$ cat config.mk
export PLATFORM = sky130hd
export DESIGN_NAME = compare_tally
export DESIGN_NICKNAME = d
export VERILOG_FILES = /design/src/rtl/cmp_pkg.sv /design/src/rtl/cmp_core.sv /design/src/rtl/compare_tally.sv
export SDC_FILE = /design/constraint.sdc
export NUM_CORES = 1
export LEC_CHECK = 0
export ABC_AREA = 1
export CAP_MARGIN = 25
export CORE_MARGIN = 2
export CORE_UTILIZATION = 49
export DETAILED_ROUTE_END_ITERATION = 7
export HOLD_SLACK_MARGIN = 0.02
export PLACE_DENSITY_LB_ADDON = 0.1
export RECOVER_POWER = 100
export SLEW_MARGIN = 40
export SYNTH_ARGS = -nofsm -noshare
export SYNTH_HDL_FRONTEND = slang
export SYNTH_HIERARCHICAL = 1
export SYNTH_SLANG_ARGS = --single-unit
export TNS_END_PERCENT = 50
$ cat constraint.sdc
create_clock -name clk -period 2.6 [get_ports clk]
set_input_delay 0.26 -clock clk [delete_from_list [all_inputs] [get_ports clk]]
set_output_delay 0.26 -clock clk [all_outputs]
set_load 0.01 [all_outputs]
$ cat src/rtl/cmp_pkg.sv
// rtl/cmp_pkg.sv - shared constants and enums for compare_tally
package cmp_pkg;

  localparam int DEFAULT_WIDTH  = 20;
  localparam int DEFAULT_WINDOW = 16;

  typedef enum logic {
    ACCUM  = 1'b0,
    REPORT = 1'b1
  } state_t;

  typedef enum logic [1:0] {
    WIN_TIE = 2'b00,
    WIN_A   = 2'b01,
    WIN_B   = 2'b10
  } winner_t;

endpackage

$ cat src/rtl/cmp_core.sv
// rtl/cmp_core.sv - combinational A/B magnitude compare; signed when CMP_SIGNED_EN is defined
module cmp_core #(
  parameter int WIDTH = 20
) (
  input  logic [WIDTH-1:0] a,
  input  logic [WIDTH-1:0] b,
  output logic             eq,
  output logic             gt,
  output logic             lt
);

  always_comb begin
    eq = (a == b);
`ifdef CMP_SIGNED_EN
    gt = ($signed(a) > $signed(b));
    lt = ($signed(a) < $signed(b));
`else
    gt = (a > b);
    lt = (a < b);
`endif
  end

endmodule

$ cat src/rtl/compare_tally.sv
// rtl/compare_tally.sv - registered pair compare with per-window outcome tally and summary handshake
// Optional signed compare selected by CMP_SIGNED_EN (see cmp_core).
module compare_tally
  import cmp_pkg::*;
#(
  parameter int WIDTH  = DEFAULT_WIDTH,
  parameter int WINDOW = DEFAULT_WINDOW,
  parameter int CNT_W  = $clog2(WINDOW + 1)
) (
  input  logic             clk,
  input  logic             rst,
  input  logic             in_valid,
  output logic             in_ready,
  input  logic [WIDTH-1:0] A,
  input  logic [WIDTH-1:0] B,
  output logic             res_valid,
  output logic             Same,
  output logic             A_High,
  output logic             B_High,
  output logic             sum_valid,
  input  logic             sum_ready,
  output logic [CNT_W-1:0] same_cnt,
  output logic [CNT_W-1:0] a_cnt,
  output logic [CNT_W-1:0] b_cnt,
  output logic [1:0]       winner
);

  state_t state_q, state_d;

  logic             res_valid_q, res_valid_d;
  logic             same_q, same_d;
  logic             a_high_q, a_high_d;
  logic             b_high_q, b_high_d;
  logic [CNT_W-1:0] same_cnt_q, same_cnt_d;
  logic [CNT_W-1:0] a_cnt_q, a_cnt_d;
  logic [CNT_W-1:0] b_cnt_q, b_cnt_d;
  logic [CNT_W-1:0] pair_cnt_q, pair_cnt_d;

  logic accept;
  logic window_done;
  logic cmp_eq, cmp_gt, cmp_lt;

  cmp_core #(
    .WIDTH(WIDTH)
  ) u_cmp_core (
    .a (A),
    .b (B),
    .eq(cmp_eq),
    .gt(cmp_gt),
    .lt(cmp_lt)
  );

  assign accept      = in_valid && in_ready;
  assign window_done = accept && (pair_cnt_q == CNT_W'(WINDOW - 1));

  always_ff @(posedge clk) begin
    if (rst) begin
      state_q <= ACCUM;
    end else begin
      state_q <= state_d;
    end
  end

  always_comb begin
    state_d = state_q;
    case (state_q)
      ACCUM:   if (window_done) state_d = REPORT;
      REPORT:  if (sum_ready)   state_d = ACCUM;
      default: state_d = ACCUM;
    endcase
  end

  // winner is only meaningful in REPORT; forced to tie elsewhere so reset reads 0
  always_comb begin
    in_ready  = (state_q == ACCUM);
    sum_valid = (state_q == REPORT);
    winner    = WIN_TIE;
    if (state_q == REPORT) begin
      if (a_cnt_q > b_cnt_q) begin
        winner = WIN_A;
      end else if (b_cnt_q > a_cnt_q) begin
        winner = WIN_B;
      end
    end
  end

  always_comb begin
    res_valid_d = accept;
    same_d      = same_q;
    a_high_d    = a_high_q;
    b_high_d    = b_high_q;
    same_cnt_d  = same_cnt_q;
    a_cnt_d     = a_cnt_q;
    b_cnt_d     = b_cnt_q;
    pair_cnt_d  = pair_cnt_q;

    if (accept) begin
      same_d     = cmp_eq;
      a_high_d   = cmp_gt;
      b_high_d   = cmp_lt;
      pair_cnt_d = pair_cnt_q + CNT_W'(1);
      if (cmp_eq) begin
        same_cnt_d = same_cnt_q + CNT_W'(1);
      end else if (cmp_gt) begin
        a_cnt_d = a_cnt_q + CNT_W'(1);
      end else begin
        b_cnt_d = b_cnt_q + CNT_W'(1);
      end
    end

    // Summary consumed: start a fresh window
    if ((state_q == REPORT) && sum_ready) begin
      same_cnt_d = '0;
      a_cnt_d    = '0;
      b_cnt_d    = '0;
      pair_cnt_d = '0;
    end
  end

  always_ff @(posedge clk) begin
    if (rst) begin
      res_valid_q <= 1'b0;
      same_q      <= 1'b0;
      a_high_q    <= 1'b0;
      b_high_q    <= 1'b0;
      same_cnt_q  <= '0;
      a_cnt_q     <= '0;
      b_cnt_q     <= '0;
      pair_cnt_q  <= '0;
    end else begin
      res_valid_q <= res_valid_d;
      same_q      <= same_d;
      a_high_q    <= a_high_d;
      b_high_q    <= b_high_d;
      same_cnt_q  <= same_cnt_d;
      a_cnt_q     <= a_cnt_d;
      b_cnt_q     <= b_cnt_d;
      pair_cnt_q  <= pair_cnt_d;
    end
  end

  assign res_valid = res_valid_q;
  assign Same      = same_q;
  assign A_High    = a_high_q;
  assign B_High    = b_high_q;
  assign same_cnt  = same_cnt_q;
  assign a_cnt     = a_cnt_q;
  assign b_cnt     = b_cnt_q;

endmodule

==> flow_summary.json, run 1 <==
{
  "die_y_um": 66.1,
  "grt_start_max_net_pins": 15,
  "seq_area_um2": 502,
  "yosys_warnings": 6,
  "drt_pass1_iterations": 4,
  "average_vias_per_placed_instance": 4.67,
  "cts-resized-gates": 0,
  "routed_wire_length_per_instance_um": 9.69,
  "synth_top_cells_by_count": "63 x sky130_fd_sc_hd__nand2_1, 51 x sky130_fd_sc_hd__inv_1, 30 x sky130_fd_sc_hd__ha_1",
  "final_nets": 419,
  "port_buffers": 66,
  "synth.largest_area_cell": "sky130_fd_sc_hd__dfxtp_1",
  "synth.avg_cell_area_um2": 6.82,
  "timing.critical_path.from_type": "flip-flop",
  "outcome": "complete, no violations",
  "floorplan.core_area_um2": 3690,
  "synth-edff-count": 0,
  "slew_headroom": 0.729,
  "clkTransAtPathRegs_ns": 0.08,
  "holdCritPathClass": "flip-flop to flip-flop",
  "synth_fp_nets": 351,
  "synthMostInstantiatedCell": "sky130_fd_sc_hd__nand2_1",
  "unrepaired_setup_endpoints_after_global_routing": "false",
  "num_antenna_cells": 0,
  "drv_cap": 0,
  "tritoncts_clock_tree": "built",
  "finalPower_mw": 0.878,
  "gp_congestion": 0.770,
  "syn2layout_area_growth_pct": 38.1,
  "postCtsHoldBufs": 0,
  "timing.critical_path.fanout_max": 6,
  "cts_buffer_count": 3,
  "worst_clock_skew_ns": 0.00246,
  "initial_standard_cell_utilization_of_the_core": 0.512,
  "die_x_um": 66.1,
  "setup_viol": 0,
  "grt_first_pass_wirelength_mm": 6.89,
  "crit_type": "flip-flop to primary output",
  "layout-drive-gt1-share": 0.0465,
  "cell_at_the_root_of_the_clock_tree": "sky130_fd_sc_hd__clkbuf_8",
  "fmax_ghz": 0.424,
  "period_share": 0.907,
  "globalRouteOverflowTotal": 0,
  "design.die.area_um2": 4370,
  "commonest_register_cell_after_synthesis": "sky130_fd_sc_hd__dfxtp_1",
  "share_of_synthesized_area_occupied_by_flip_flops_and_latches": 0.265,
  "clock_latency_ns": 0.26,
  "clockPowerShare": 0.257,
  "endpoint_kind": "primary output",
  "cellLeakagePower_nw": 1.30,
  "route.antenna.remaining_nets": 0,
  "worstMarginPinSlew_ns": 0.404,
  "max-clock-path-buffers": 2,
  "timing.final.crit_period_ns": 2.36,
  "share_comb_of_total_power": 0.274,
  "slew_viol_final": 0,
  "seq_power_share": 0.469,
  "syn-instance-count": 277,
  "intPower_mw": 0.633,
  "drc": 0,
  "core.rowCount": 22,
  "worst_ep_arrival_time_ns": 2.10,
  "synth_area_um2": 1890,
  "cts.repair_timing.setup_buffer_count": 0,
  "cp_data_required_time_ns": 2.34,
  "floorplan.io_pins": 67,
  "drt-initial-drc-count": 71,
  "post-dp-hpwl_mm": 3.22,
  "flop_and_latch_count_out_of_synthesis": 25,
  "global_route.usage.total": 0.196,
  "p_sw_frac": 0.280,
  "via_count_of_the_first_global_routing_pass": 1668,
  "synth_cell_types": 26,
  "numClockSinks": 25,
  "initial_antenna_violation_count": 0,
  "tns_ns": 0,
  "hold_viol_final": 0,
  "vias": 1831,
  "power.switching_mw": 0.246,
  "route.final.wire_length_mm": 3.80,
  "num-fill-cells": 354,
  "async_flop_share": 0,
  "htree_levels": 1,
  "area_occupied_by_multi_input_gates_um2": 1130,
  "yosysTopAreaCellShare": 0.265,
  "synth_area_leaders": "sky130_fd_sc_hd__dfxtp_1 27%, sky130_fd_sc_hd__ha_1 20%, sky130_fd_sc_hd__nand2_1 13%, sky130_fd_sc_hd__inv_1 10%, sky130_fd_sc_hd__a21oi_1 5.8%",
  "pwr_density_cell_nw_per_um2": 337,
  "power.ir.vdd_worst_uv": 313
}
-- path summary, 6_finish.rpt --
kind         depth (start not counted)                        to  slack (ns)             startpoint
max                                  9                 winner[1]        0.24  a_cnt[3]$_SDFFE_PP0P_
min reg2reg                          2         Same$_SDFFE_PP0P_        0.46      Same$_SDFFE_PP0P_
min                                  2         Same$_SDFFE_PP0P_        0.46      Same$_SDFFE_PP0P_
max reg2reg                          5  same_cnt[0]$_SDFFE_PP0P_        1.05   sum_valid$_SDFF_PP0_
-- stage by stage --
| step | util | instance area, um2 | worst slack, ns | hold slack (ns) | instances |
|---|---|---|---|---|---|
| final | 0.707 | 2610 | 0.241 | 0.461 | 392 |
| after global routing | 0.707 | 2610 | 0.0442 | 0.510 | 392 |
| after CTS | 0.715 | 2640 | 0.200 | 0.472 | 392 |
| after detailed placement | 0.703 | 2590 | 0.137 | 0.457 | 388 |
| after global placement | 0.703 | 2590 | 0.190 | 0.452 | 388 |
| after floorplan | - | 1890 | 0.780 | 0.329 | 277 |
-- cells in the final DEF, fill, tap and decap left out, types with 3 or more instances in the layout --
master                            Yosys  routed
sky130_fd_sc_hd__nand2_1             63      64
sky130_fd_sc_hd__inv_1               51      52
sky130_fd_sc_hd__clkdlybuf4s50_1      0      45
sky130_fd_sc_hd__nor2_1              27      35
sky130_fd_sc_hd__ha_1                30      30
sky130_fd_sc_hd__dfxtp_1             25      24
sky130_fd_sc_hd__a21oi_1             22      22
sky130_fd_sc_hd__dlygate4sd3_1        0      21
sky130_fd_sc_hd__nand3_1             12      13
sky130_fd_sc_hd__o21ai_0              7       8
sky130_fd_sc_hd__nand4_1              4       4
sky130_fd_sc_hd__nand2_2              5       4
sky130_fd_sc_hd__nor3_1               3       3
sky130_fd_sc_hd__xor2_1               3       3
sky130_fd_sc_hd__clkbuf_8             0       3
-- worst max-delay path, stage by stage, from the launching register on --
cell and delay [ns]:
sky130_fd_sc_hd__dfxtp_1 0.43, sky130_fd_sc_hd__inv_1 0.10, sky130_fd_sc_hd__ha_1 0.28, sky130_fd_sc_hd__nand2_1 0.05, sky130_fd_sc_hd__inv_1 0.08, sky130_fd_sc_hd__nand2_1 0.06, sky130_fd_sc_hd__nand2_1 0.05, sky130_fd_sc_hd__inv_1 0.05
sky130_fd_sc_hd__a21oi_1 0.12, sky130_fd_sc_hd__dlygate4sd3_1 0.62
-- cell type report --
class,instances,share of cell area
Clock buffer,3,0.0158
Sequential cell,25,0.192
Multi-Input combinational cell,194,0.434
Timing Repair Buffer,66,0.253
Tap cell,48,0.0230
Clock inverter,1,0.00192
Inverter,55,0.0792
-- registers in the layout, indices dropped and copies added, names as in the netlist --
name,cells
a_cnt,5
b_cnt,5
pair_cnt_q,5
same_cnt,5
A_High,1
B_High,1
Same,1
res_valid,1
sum_valid,1
-- power groups by stage --
stage | clock network (mW) | registers, mW | logic (mW)
6_report | 0.226 | 0.412 | 0.241
5_1_grt | 0.244 | 0.414 | 0.279
4_1_cts | 0.234 | 0.412 | 0.252
3_5_place_dp | 0 | 0.421 | 0.251
3_3_place_gp | 0 | 0.420 | 0.245
2_1_floorplan | 0 | 0.422 | 0.135
-- metal layers --
metal	GRT usage	vias to the layer above	share of wire
met5	0	-	0
met3	0.0341	2	0.037
met4	0.0179	0	0.0026
met1	0.237	789	0.46
met2	0.374	34	0.50
li1	-	1006	-
-- kinds of logic (layout without fill, tap and decap cells) --
kind of cell / Yosys count / after routing / share of synthesized area
adder cells (fa/ha/maj): 30 / 30 / 0.199
flip-flops: 25 / 25 / 0.265
XOR/XNOR: 3 / 3 / 0.0139
buffers and inverters: 58 / 125 / 0.118
AO/OA/AOI/OAI: 32 / 32 / 0.0862
AND/OR/NAND/NOR: 129 / 129 / 0.318
Power figures use the tool's default switching activity.
==> inputs of run 2 (changes only) <==
--- a/config.mk
+++ b/config.mk
@@ -12,7 +12,6 @@
 export DETAILED_ROUTE_END_ITERATION = 7
 export HOLD_SLACK_MARGIN = 0.02
 export PLACE_DENSITY_LB_ADDON = 0.1
-export RECOVER_POWER = 100
 export SLEW_MARGIN = 40
 export SYNTH_ARGS = -nofsm -noshare
 export SYNTH_HDL_FRONTEND = slang
==> flow_summary.json, run 2 (synthesized netlist as in run 1, its figures left out) <==
{
  "hold_viol_final": 0,
  "htree_levels": 1,
  "crit_type": "flip-flop to primary output",
  "timing.critical_path.from_type": "flip-flop",
  "design.die.area_um2": 4370,
  "drv_cap": 0,
  "setup_viol": 0,
  "route.final.wire_length_mm": 3.77,
  "timing.final.crit_period_ns": 2.33,
  "post-dp-hpwl_mm": 3.22,
  "floorplan.core_area_um2": 3690,
  "endpoint_kind": "primary output",
  "pwr_density_cell_nw_per_um2": 335,
  "port_buffers": 66,
  "drt-initial-drc-count": 57,
  "final_nets": 419,
  "worst_ep_arrival_time_ns": 2.07,
  "cts_buffer_count": 3,
  "initial_antenna_violation_count": 0,
  "syn2layout_area_growth_pct": 39.8,
  "num-fill-cells": 347,
  "average_vias_per_placed_instance": 4.63,
  "slew_viol_final": 0,
  "mostFrequentLayoutCells": "66 x sky130_fd_sc_hd__clkdlybuf4s50_1, 63 x sky130_fd_sc_hd__nand2_1, 51 x sky130_fd_sc_hd__inv_1",
  "clkTransAtPathRegs_ns": 0.08,
  "period_share": 0.895,
  "slew_headroom": 0.737,
  "power.ir.vdd_worst_uv": 313,
  "hold_slack_ns": 0.465,
  "num_antenna_cells": 0,
  "max-clock-path-buffers": 2,
  "worst_clock_skew_ns": 0.00191,
  "floorplan.io_pins": 67,
  "grt_start_max_net_pins": 15,
  "tns_ns": 0,
  "layout-drive-gt1-share": 0.0785,
  "tritoncts_clock_tree": "built",
  "layout.cells.most_common": "sky130_fd_sc_hd__clkdlybuf4s50_1",
  "cts.repair_timing.setup_buffer_count": 0,
  "clock_latency_ns": 0.26,
  "initial_standard_cell_utilization_of_the_core": 0.512,
  "holdCritPathClass": "flip-flop to flip-flop",
  "holdCritStartpoint": "Same$_SDFFE_PP0P_",
  "drc": 0,
  "crit_start": "a_cnt[3]$_SDFFE_PP0P_",
  "numClockSinks": 25,
  "cp_data_required_time_ns": 2.34,
  "drt_pass1_iterations": 5,
  "gp_congestion": 0.770,
  "timing.critical_path.fanout_max": 6,
  "route.antenna.remaining_nets": 0,
  "unrepaired_setup_endpoints_after_global_routing": "false",
  "routed_wire_length_per_instance_um": 9.63,
  "cellLeakagePower_nw": 1.25,
  "via_count_of_the_first_global_routing_pass": 1668,
  "die_x_um": 66.1,
  "outcome": "complete, no violations",
  "globalRouteOverflowTotal": 0,
  "critical_path.reg2reg.startpoint": "sum_valid$_SDFF_PP0_",
  "worstMarginPinSlew_ns": 0.392,
  "global_route.usage.total": 0.196,
  "die_y_um": 66.1,
  "vias": 1814,
  "cell_at_the_root_of_the_clock_tree": "sky130_fd_sc_hd__clkbuf_8",
  "fmax_ghz": 0.430,
  "grt_first_pass_wirelength_mm": 6.89,
  "postCtsHoldBufs": 0,
  "core.rowCount": 22
}
run 2: worst max-delay path: stages (launching register included):
cell and delay (ns):
sky130_fd_sc_hd__dfxtp_1 0.43, sky130_fd_sc_hd__inv_1 0.10, sky130_fd_sc_hd__ha_1 0.30, sky130_fd_sc_hd__nand2_1 0.06, sky130_fd_sc_hd__inv_1 0.06, sky130_fd_sc_hd__nand2_1 0.06
sky130_fd_sc_hd__nand2_1 0.05, sky130_fd_sc_hd__inv_1 0.07, sky130_fd_sc_hd__nand2_1 0.06, sky130_fd_sc_hd__nor2_1 0.09, sky130_fd_sc_hd__clkdlybuf4s50_1 0.54
run 2: cell type report:
type	instances	area [um2]	area share
timing repair buffer	66	661	0.250
clock buffer	3	41.3	0.0156
sequential	25	502	0.190
inverter	55	206	0.0782
tap	48	60.1	0.0227
clock inverter	1	5.00	0.00190
multi-input combinational	194	1160	0.441
run 2: path summary, 6_finish.rpt:
kind                           endpoint  cells after the start  slack, ns
min                   Same$_SDFFE_PP0P_                      2       0.46
max                           winner[0]                     10       0.27
min reg2reg           Same$_SDFFE_PP0P_                      2       0.46
max reg2reg  pair_cnt_q[4]$_SDFFE_PP0P_                      5       1.04
run 2: metrics by stage:
step	power, mW	instances	instance area, um2	utilization	setup slack, ns
6_report	0.885	392	2640	0.716	0.272
5_1_grt	0.947	392	2640	0.716	0.0794
4_1_cts	0.898	392	2640	0.715	0.200
3_5_place_dp	0.672	388	2590	0.703	0.137
3_3_place_gp	0.665	388	2590	0.703	0.190
2_1_floorplan	0.557	277	1890	-	0.780
run 2: layer usage:
| metal | up-vias | part of all wire | global-route usage |
|---|---|---|---|
| met5 | - | 0 | 0 |
| met4 | 0 | 0.0026 | 0.0179 |
| met3 | 2 | 0.035 | 0.0341 |
| met2 | 32 | 0.50 | 0.374 |
| met1 | 777 | 0.46 | 0.237 |
| li1 | 1003 | - | - |
run 2: power breakdown:
group          total (mW)  internal, mW  switching (mW)  leakage, nW
clock network       0.224         0.107           0.117       0.0255
logic               0.249         0.134           0.115         1.02
registers           0.412         0.397          0.0151        0.204
total               0.885         0.638           0.247         1.25
run 2: repair_timing:
action / in CTS / in global routing
resized for setup: 0 / 1
hold endpoints to repair: 0 / 0
endpoints found under the setup margin: 0 / 1
